===== config.mk =====
export PLATFORM = sky130hd
export DESIGN_NAME = shift_pipe_flat
export DESIGN_NICKNAME = d
export VERILOG_FILES = /design/src/rtl/shift_pkg.sv /design/src/rtl/shift_pipe_if.sv /design/src/rtl/shift_level.sv /design/src/rtl/shift_pipe.sv /design/src/flat_wrapper.sv
export SDC_FILE = /design/constraint.sdc
export NUM_CORES = 1
export LEC_CHECK = 0
export CAP_MARGIN = 20
export CORE_ASPECT_RATIO = 0.75
export CORE_UTILIZATION = 36
export CTS_BUF_LIST = sky130_fd_sc_hd__clkbuf_16
export DETAILED_ROUTE_END_ITERATION = 7
export GPL_TIMING_DRIVEN = 0
export PLACE_DENSITY = 0.58
export SKIP_LAST_GASP = 1
export SYNTH_ARGS = -nofsm -noshare
export SYNTH_HDL_FRONTEND = slang
export SYNTH_HIERARCHICAL = 1
export SYNTH_SLANG_ARGS = --single-unit

===== constraint.sdc =====
create_clock -name clk -period 3.38 [get_ports clk]
set_input_delay 0.338 -clock clk [delete_from_list [all_inputs] [get_ports clk]]
set_output_delay 0.338 -clock clk [all_outputs]
set_load 0.005 [all_outputs]

===== src/rtl/shift_pkg.sv =====
// shift_pkg: op codes and helpers shared by the pipelined shifter.
// Payload layout (MSB..LSB): data, op, cnt, carry, err.
package shift_pkg;

   typedef enum logic [2:0] {
      OP_LSL = 3'd0,
      OP_LSR = 3'd1,
      OP_ASL = 3'd2,
      OP_ASR = 3'd3,
      OP_ROL = 3'd4,
      OP_ROR = 3'd5
   } shift_op_e;

   localparam int CNT_LSB = 2;

   function automatic logic is_valid_op(input logic [2:0] op);
      return op <= OP_ROR;
   endfunction

   function automatic int payload_bits(input int width);
      return width + 3 + $clog2(width) + 2;
   endfunction

endpackage


===== src/rtl/shift_pipe_if.sv =====
// shift_pipe_if: request/result handshake bundle of the shifter.
// slave = shifter side, master = requester/consumer side.
interface shift_pipe_if #(
   parameter int WIDTH = 32
);
   localparam int CW = $clog2(WIDTH);

   logic             in_valid;
   logic             in_ready;
   logic [WIDTH-1:0] in_data;
   logic [2:0]       in_op;
   logic [CW-1:0]    in_cnt;
   logic             out_valid;
   logic             out_ready;
   logic [WIDTH-1:0] out_data;
   logic             out_carry;
   logic             out_zero;
   logic             out_err;

   modport master (
      output in_valid, in_data, in_op, in_cnt, out_ready,
      input  in_ready, out_valid, out_data, out_carry,
      input  out_zero, out_err
   );

   modport slave (
      input  in_valid, in_data, in_op, in_cnt, out_ready,
      output in_ready, out_valid, out_data, out_carry,
      output out_zero, out_err
   );

endinterface


===== src/rtl/shift_level.sv =====
// shift_level: one combinational shift level of SHAMT positions.
// Ports: src payload, en (cnt bit), dst payload.
module shift_level
   import shift_pkg::*;
#(
   parameter int WIDTH = 32,
   parameter int SHAMT = 1
) (
   input  logic [payload_bits(WIDTH)-1:0] src,
   input  logic                           en,
   output logic [payload_bits(WIDTH)-1:0] dst
);
   localparam int CW = $clog2(WIDTH);

   typedef struct packed {
      logic [WIDTH-1:0] data;
      logic [2:0]       op;
      logic [CW-1:0]    cnt;
      logic             carry;
      logic             err;
   } stage_payload_t;

   stage_payload_t   pi;
   stage_payload_t   po;
   logic [WIDTH-1:0] rot_l;
   logic [WIDTH-1:0] rot_r;

   assign pi    = src;
   assign dst   = po;
   assign rot_l = (pi.data << SHAMT) | (pi.data >> (WIDTH - SHAMT));
   assign rot_r = (pi.data >> SHAMT) | (pi.data << (WIDTH - SHAMT));

   // Carry always tracks the last bit moved out by an enabled level,
   // so the final value is the one from the highest enabled level.
   always_comb begin
      po = pi;
      if (en && !pi.err) begin
         unique case (1'b1)
            (pi.op == OP_LSL) || (pi.op == OP_ASL): begin
               po.data  = pi.data << SHAMT;
               po.carry = pi.data[WIDTH-SHAMT];
            end
            (pi.op == OP_LSR): begin
               po.data  = pi.data >> SHAMT;
               po.carry = pi.data[SHAMT-1];
            end
            (pi.op == OP_ASR): begin
               po.data  = $signed(pi.data) >>> SHAMT;
               po.carry = pi.data[SHAMT-1];
            end
            (pi.op == OP_ROL): begin
               po.data  = rot_l;
               po.carry = rot_l[0];
            end
            (pi.op == OP_ROR): begin
               po.data  = rot_r;
               po.carry = rot_r[WIDTH-1];
            end
            default: ;
         endcase
      end
   end

endmodule


===== src/rtl/shift_pipe.sv =====
// shift_pipe: elastic pipelined shifter, PIPE register stages.
// Ports: clk, reset_n (async low), bus (shift_pipe_if.slave).
module shift_pipe
   import shift_pkg::*;
#(
   parameter int WIDTH = 32,
   parameter int PIPE  = 2
) (
   input  logic         clk,
   input  logic         reset_n,
   shift_pipe_if.slave  bus
);
   localparam int CW = $clog2(WIDTH);
   localparam int L  = (CW + PIPE - 1) / PIPE;
   localparam int PW = payload_bits(WIDTH);

   typedef struct packed {
      logic [WIDTH-1:0] data;
      logic [2:0]       op;
      logic [CW-1:0]    cnt;
      logic             carry;
      logic             err;
   } stage_payload_t;

   stage_payload_t  entry;
   stage_payload_t  fin;
   logic [PW-1:0]   sout [PIPE];
   logic [PW-1:0]   stg  [PIPE];
   logic [PIPE-1:0] v;
   logic [PIPE-1:0] adv;
   logic [PIPE:0]   up_v;
   logic            zero_q;
   logic            unused_bits;

   // Invalid ops enter as a zero result with err set; the levels
   // leave errored payloads untouched.
   always_comb begin
      entry       = '0;
      entry.data  = is_valid_op(bus.in_op) ? bus.in_data : '0;
      entry.op    = bus.in_op;
      entry.cnt   = bus.in_cnt;
      entry.carry = 1'b0;
      entry.err   = ~is_valid_op(bus.in_op);
   end

   for (genvar s = 0; s < PIPE; s++) begin : g_stg
      logic [PW-1:0] lv [L+1];

      if (s == 0) begin : g_head
         assign lv[0] = entry;
      end else begin : g_link
         assign lv[0] = stg[s-1];
      end

      for (genvar i = 0; i < L; i++) begin : g_lvl
         localparam int J = s * L + i;
         if (J < CW) begin : g_on
            // en is cnt bit J of the travelling payload
            shift_level #(
               .WIDTH (WIDTH),
               .SHAMT (1 << J)
            ) u_lvl (
               .src (lv[i]),
               .en  (lv[i][CNT_LSB+J]),
               .dst (lv[i+1])
            );
         end else begin : g_pass
            assign lv[i+1] = lv[i];
         end
      end

      assign sout[s] = lv[L];
   end

   // A stage may load if everything from it to the output can move.
   for (genvar k = 0; k < PIPE; k++) begin : g_adv
      assign adv[k] = bus.out_ready | ~(&v[PIPE-1:k]);
   end

   assign up_v = {v, bus.in_valid};

   always_ff @(posedge clk or negedge reset_n) begin
      if (!reset_n) begin
         v      <= '0;
         zero_q <= 1'b0;
         for (int k = 0; k < PIPE; k++) begin
            stg[k] <= '0;
         end
      end else begin
         for (int k = 0; k < PIPE; k++) begin
            if (adv[k]) begin
               v[k]   <= up_v[k];
               stg[k] <= sout[k];
            end
         end
         if (adv[PIPE-1]) begin
            zero_q <= ~|sout[PIPE-1][PW-1 -: WIDTH];
         end
      end
   end

   assign fin           = stg[PIPE-1];
   assign bus.in_ready  = adv[0];
   assign bus.out_valid = v[PIPE-1];
   assign bus.out_data  = fin.data;
   assign bus.out_carry = fin.carry;
   assign bus.out_zero  = zero_q;
   assign bus.out_err   = fin.err;
   assign unused_bits   = ^{fin.op, fin.cnt};

endmodule


===== src/flat_wrapper.sv =====
// flat-port wrapper written by rule: the top's interface ports become plain ports
module shift_pipe_flat import shift_pkg::*;
#(
   parameter int WIDTH = 32,
   parameter int PIPE  = 2
)
  (clk, reset_n, bus_in_valid, bus_in_data, bus_in_op, bus_in_cnt, bus_out_ready, bus_in_ready, bus_out_valid, bus_out_data, bus_out_carry, bus_out_zero, bus_out_err);
  shift_pipe_if #(.WIDTH(WIDTH)) bus_i ();
  input  logic clk;
  input  logic reset_n;
  input wire logic [$bits(bus_i.in_valid)-1:0] bus_in_valid;
  input wire logic [$bits(bus_i.in_data)-1:0] bus_in_data;
  input wire logic [$bits(bus_i.in_op)-1:0] bus_in_op;
  input wire logic [$bits(bus_i.in_cnt)-1:0] bus_in_cnt;
  input wire logic [$bits(bus_i.out_ready)-1:0] bus_out_ready;
  output wire logic [$bits(bus_i.in_ready)-1:0] bus_in_ready;
  output wire logic [$bits(bus_i.out_valid)-1:0] bus_out_valid;
  output wire logic [$bits(bus_i.out_data)-1:0] bus_out_data;
  output wire logic [$bits(bus_i.out_carry)-1:0] bus_out_carry;
  output wire logic [$bits(bus_i.out_zero)-1:0] bus_out_zero;
  output wire logic [$bits(bus_i.out_err)-1:0] bus_out_err;
  assign bus_i.in_valid = bus_in_valid;
  assign bus_i.in_data = bus_in_data;
  assign bus_i.in_op = bus_in_op;
  assign bus_i.in_cnt = bus_in_cnt;
  assign bus_i.out_ready = bus_out_ready;
  assign bus_in_ready = bus_i.in_ready;
  assign bus_out_valid = bus_i.out_valid;
  assign bus_out_data = bus_i.out_data;
  assign bus_out_carry = bus_i.out_carry;
  assign bus_out_zero = bus_i.out_zero;
  assign bus_out_err = bus_i.out_err;
  shift_pipe #(.WIDTH(WIDTH), .PIPE(PIPE)) u_core (.clk(clk), .reset_n(reset_n), .bus(bus_i));
endmodule

Yosys cells after proc, flatten, opt, wreduce, memory -nomap -nowiden
Cells that the tools add are included.
{"block": "totals", "ff_bits": 87, "in_bits": 44, "wordCells": 67}
{"block": "classes", "order_cmp": 1, "n_eq_ne": 10, "mux": 21, "bitwise_logic": 14, "reduce_logical": 16}
{"op": "32-bit case mux with 5 select lines", "n": 4}
{"op": "32-bit 2-to-1 mux", "n": 6}
{"op": "32-bit case mux with 4 select lines", "n": 1}
{"op": "16-bit by 32-bit bitwise OR with 32-bit output", "n": 1}
{"op": "24-bit by 32-bit bitwise OR with 32-bit output", "n": 1}
{"op": "28-bit by 32-bit bitwise OR with 32-bit output", "n": 1}
{"op": "30-bit by 32-bit bitwise OR with 32-bit output", "n": 1}
{"op": "31-bit by 32-bit bitwise OR with 32-bit output", "n": 1}
{"op": "32-bit by 1-bit bitwise OR with 32-bit output", "n": 1}
{"op": "32-bit by 2-bit bitwise OR with 32-bit output", "n": 1}
{"op": "32-bit by 4-bit bitwise OR with 32-bit output", "n": 1}
{"op": "32-bit by 8-bit bitwise OR with 32-bit output", "n": 1}
{"op": "32-bit OR reduction", "n": 1}
{"op": "1-bit case mux with 4 select lines", "n": 5}
{"op": "3-bit by 2-bit equality test with 1-bit output (second input constant)", "n": 4}
{"op": "3-bit equality test (second input constant)", "n": 4}
{"op": "3-bit by 1-bit equality test with 1-bit output (second input constant)", "n": 2}
{"op": "3-bit zero test", "n": 2}
{"op": "2-bit OR reduction", "n": 3}
{"op": "1-bit logical AND", "n": 5}
{"op": "1-bit 2-to-1 mux", "n": 5}
{"op": "3-bit less-or-equal comparator (second input constant)", "n": 1}
{"op": "1-bit NOT", "n": 3}
{"op": "1-bit zero test", "n": 2}
{"op": "3 further kinds", "n": 5}

Depth between registers and ports, before layout
Gate-level depths: netlist of the first run.
{"block": "logic_depth", "ltp_word": 11, "ltp_mapped": 16, "mapped_depth_nobuf": 12}

Modules after synthesis
Netlist of the first run, hierarchy kept.
{"module": "shift_pipe", "n_inst": 1, "cells_per_inst": 217, "area_each_um2": 3399.5, "seq_area_each_um2": 1976.9}
{"module": "shift_level at u_core.g_stg[0].g_lvl[0].g_on.u_lvl", "n_inst": 1, "cells_per_inst": 133, "area_each_um2": 958.4, "seq_area_each_um2": 0.0}
{"module": "shift_level at u_core.g_stg[0].g_lvl[2].g_on.u_lvl", "n_inst": 1, "cells_per_inst": 159, "area_each_um2": 938.4, "seq_area_each_um2": 0.0}
{"module": "shift_level at u_core.g_stg[0].g_lvl[1].g_on.u_lvl", "n_inst": 1, "cells_per_inst": 162, "area_each_um2": 920.9, "seq_area_each_um2": 0.0}
{"module": "shift_level at u_core.g_stg[1].g_lvl[0].g_on.u_lvl", "n_inst": 1, "cells_per_inst": 139, "area_each_um2": 874.6, "seq_area_each_um2": 0.0}
{"module": "shift_level at u_core.g_stg[1].g_lvl[1].g_on.u_lvl", "n_inst": 1, "cells_per_inst": 73, "area_each_um2": 558.0, "seq_area_each_um2": 0.0}

Worst setup path after synthesis of the first run
No wires, ideal clock.
{"block": "synth_path", "path_type": "input -> register", "from": "input port bus_in_op[2]", "to": "register u_core.stg, in the netlist u_core/g_stg[1].lv[164]", "setup_time_ns": 0.125, "t_arrival_ns": 2.692, "required_time_ns": 3.255, "setup_slack_ns": 0.562, "stages": 15, "n_path_buf": 4, "cell_sequence": "nand2_1 clkbuf_1 inv_1 nor2b_1 buf_6 and2_4 buf_6 buf_12 a21oi_2 a32o_1 a22o_1 nand3_1 nand3_1 o32a_1 mux2_4"}
{"item": "from (decl)", "line": "flat_wrapper.sv:13", "rtl": "input wire logic [$bits(bus_i.in_op)-1:0] bus_in_op;"}
{"item": "to (signal, indexed assignment)", "line": "shift_pipe.sv:93", "rtl": "stg[k] <= sout[k];"}
{"item": "to (decl)", "line": "shift_pipe.sv:28", "rtl": "logic [PW-1:0] stg [PIPE];"}

==> out/metrics.yaml, run 1 <==
status:
  run_status: "completed"
timing:
  grt_setup_unrepaired: "true"
  slew_violations: 0
  final-hold-violation-count: 0
  worstMarginPinSlew_ps: 834
  fin_tns_setup_ps: 0
  final-setup-viol-count: 0
  max_slew_margin_pct: 44.4
  final_min_period_over_clock_period_pct: 97.7
  fmax_ghz: 0.303
  minimum_clock_period_ps: 3300
  post-route-worst-setup-slack_ps: 77.5
  finClkSkew_ps: 3.68
placed_design:
  gp_congestion: 0.946
  portBuffers: 75
  dp_hpwl_um: 18100
  place_worst_setup_slack_ps: -509
floorplan:
  chipWidth_um: 167
  core_area_um2: 20200
  dieHeight_um: 126
  initial_utilization_pct: 36.7
  io_pins: 81
  row_count: 45
  fp.dieArea_um2: 21100
routing:
  routed-via-count: 7064
  drt-initial-drc-count: 668
  dr_drc_count: 0
  avg_vias_per_cell: 5.84
  mean_routed_wirelength_per_cell_um: 18.8
  wirelength_um: 22800
  drt_pre_antenna_iters: 5
  detail-route-antenna-nets: 0
synth:
  syn_area_per_cell_um2: 8.61
  syn_area_um2: 7390
  synthesis.yosys.warnings: 6
  syn-instance-count: 859
  number_of_nets_in_the_synthesized_netlist: 903
setup_path:
  crit_path_start_kind: "input port"
  critical_path.reg2reg.startpoint: "u_core/g_stg[1].lv[126]$_DFFE_PN0P_"
  timing.critical_path.slowest_cell_delay_ps: 640
  path_common_cell: "sky130_fd_sc_hd__a21oi_1"
  crit_path_start: "bus_in_op[1]"
  setup.worst_path.class: "in2reg"
  top_delay_family_on_crit_path: "buffers and inverters"
  worstPathMaxFanout: 15
  critPathRequiredTime_ps: 3660
  worst-endpoint-arrival_ps: 3580
  slowest_stage_cell_cp: "sky130_fd_sc_hd__clkdlybuf4s50_1"
  worst_setup_path_end_kind: "flip-flop"
  crit_chain: "clkdlybuf4s50_1 -> nand2_4 -> inv_1 -> nor2b_1 -> buf_6 -> and2_4 -> buf_6 -> buf_12 -> a21oi_2 -> nor2b_1 -> a21oi_1 -> a21oi_1 -> a21oi_1 -> a21oi_1 -> mux2_4"
  crit_buf_inv: 5
clock_network:
  cts.reportedPaths.clkPinSlew_ps: 60
  tritoncts_num_sinks: 76
  cts_made_buffers: 9
  cts-htree-levels: 3
  cts-root-buf: "sky130_fd_sc_hd__clkbuf_16"
  tritoncts: "yes"
  worst_skew_pair.late_latency_ps: 330
  longest_clk_path_bufs: 2
layout:
  area_delta_synth_final_pct: 19.3
  regArea_um2: 1900
  multiInputGateArea_um2: 4730
  finish.utilization_pct: 43.7
  final.fill_count: 2005
  layout-drive-gt1-share_pct: 24.2
  nets: 990
grt:
  first_global_vias: 6254
  grt.total_usage_pct: 21.5
  grt_max_degree: 43
  grt_first_pass_wirelength_um: 35800
  globalRoute.totalOverflow: 0
  grt_antenna_before_repair: 1
pwr:
  totalPowerFinal_mw: 4.38
  leakagePower_nw: 3.50
  vdd.ir_drop.worst_mv: 0.251
  power.density_cell_area_nw_per_um2: 496
min_path:
  min_from: "bus_in_cnt[4]"
  timing.hold.worst.class: "in2reg"
flow_run:
  max_cap_viols: 0
-- flip-flops by register name, indices dropped and copies added, names as in the netlist --
register,flops
u_core/bus.out_zero,1
u_core/v,2
u_core/g_stg.lv,39
u_core/fin,34
-- worst reg2reg max path: cells and delay by family, from the launching register on --
| kind | cells | cell delay [ps] |
|---|---|---|
| buffers and inverters | 3 | 850 |
| AO/OA/AOI/OAI | 5 | 1150 |
| flip-flops | 1 | 390 |
| AND/OR/NAND/NOR | 4 | 790 |
-- layout by cell type, fill, tap and decap left out, drive strengths merged, types with 2 or more instances in the layout --
cell and n:
clkdlybuf4s50 74, nand2b 4, nor3b 6, a21o 2, o32a 3, nand4 2, and2 39, nor4 8
a21boi 3, clkinv 5, a21oi 304, and2b 5, nor2b 70, nand3 8, a2bb2oi 24, bufinv 2
nand2 28, buf 85, a22o 18, a22oi 52, mux2 81, a32o 2, dfrtp 76, a31oi 2
clkbuf 36
-- per-layer routing --
metal,GRT usage [%],share of wire [%],wire length [um],vias to the layer above
met2,27.9,39,8810,280
li1,-,-,-,3318
met5,0,0,0,-
met3,4.53,7.7,1750,20
met4,2.91,0.53,121,0
met1,35.4,53,12100,3446
-- stage by stage --
step / instances / hold WS (ps) / instance area, um^2
6_report: 1210 / 398 / 8820
5_1_grt: 1209 / 390 / 8820
4_1_cts: 1209 / 387 / 8800
3_5_place_dp: 1193 / 328 / 8490
3_3_place_gp: 1192 / 486 / 8470
2_1_floorplan: 859 / 42.4 / 7390
-- path summary, 6_finish.rpt --
path	slack, ps	endpoint	depth (start not counted)
max	80	u_core/g_stg[1].lv[142]$_DFFE_PN0P_	15
min	400	u_core/g_stg[1].lv[132]$_DFFE_PN0P_	4
max reg2reg	110	u_core/bus.out_zero$_DFFE_PN0P_	12
min reg2reg	500	u_core/fin[21]$_DFFE_PN0P_	1
max in group asynchronous	2310	u_core/g_stg[1].lv[167]$_DFFE_PN0P_	3
min in group asynchronous	490	u_core/fin[19]$_DFFE_PN0P_	2
-- what timing repair did --
action	4_1_cts	5_1_grt
gates cloned	0	0
setup buffers	0	0
hold buffers	1	0
gates resized for setup	0	4
hold endpoints to repair	34	0
setup endpoints to repair	5	15
-- report_power, final --
part,switching [mW],total [mW],internal [mW]
Combinational,0.962,2.03,1.06
Clock,0.357,0.992,0.635
Sequential,0.213,1.36,1.15
-- layout make-up --
cell class	count	area share [%]
Clock buffer	9	2.55
Sequential cell	76	21.6
Timing Repair Buffer	77	8.83
Antenna cell	1	0.0284
Inverter	1	0.0426
Multi-Input combinational cell	671	53.7
Clock inverter	7	0.922
Buffer	110	8.74
Tap cell	258	3.66
(Power assumes the default switching activity.)
==> run 2, diff against run 1 <==
Settings changed: HOLD_SLACK_MARGIN set to 0.1.
==> results of run 2 <==
The final DEF is identical to that of run 1; final timing and power are the same.
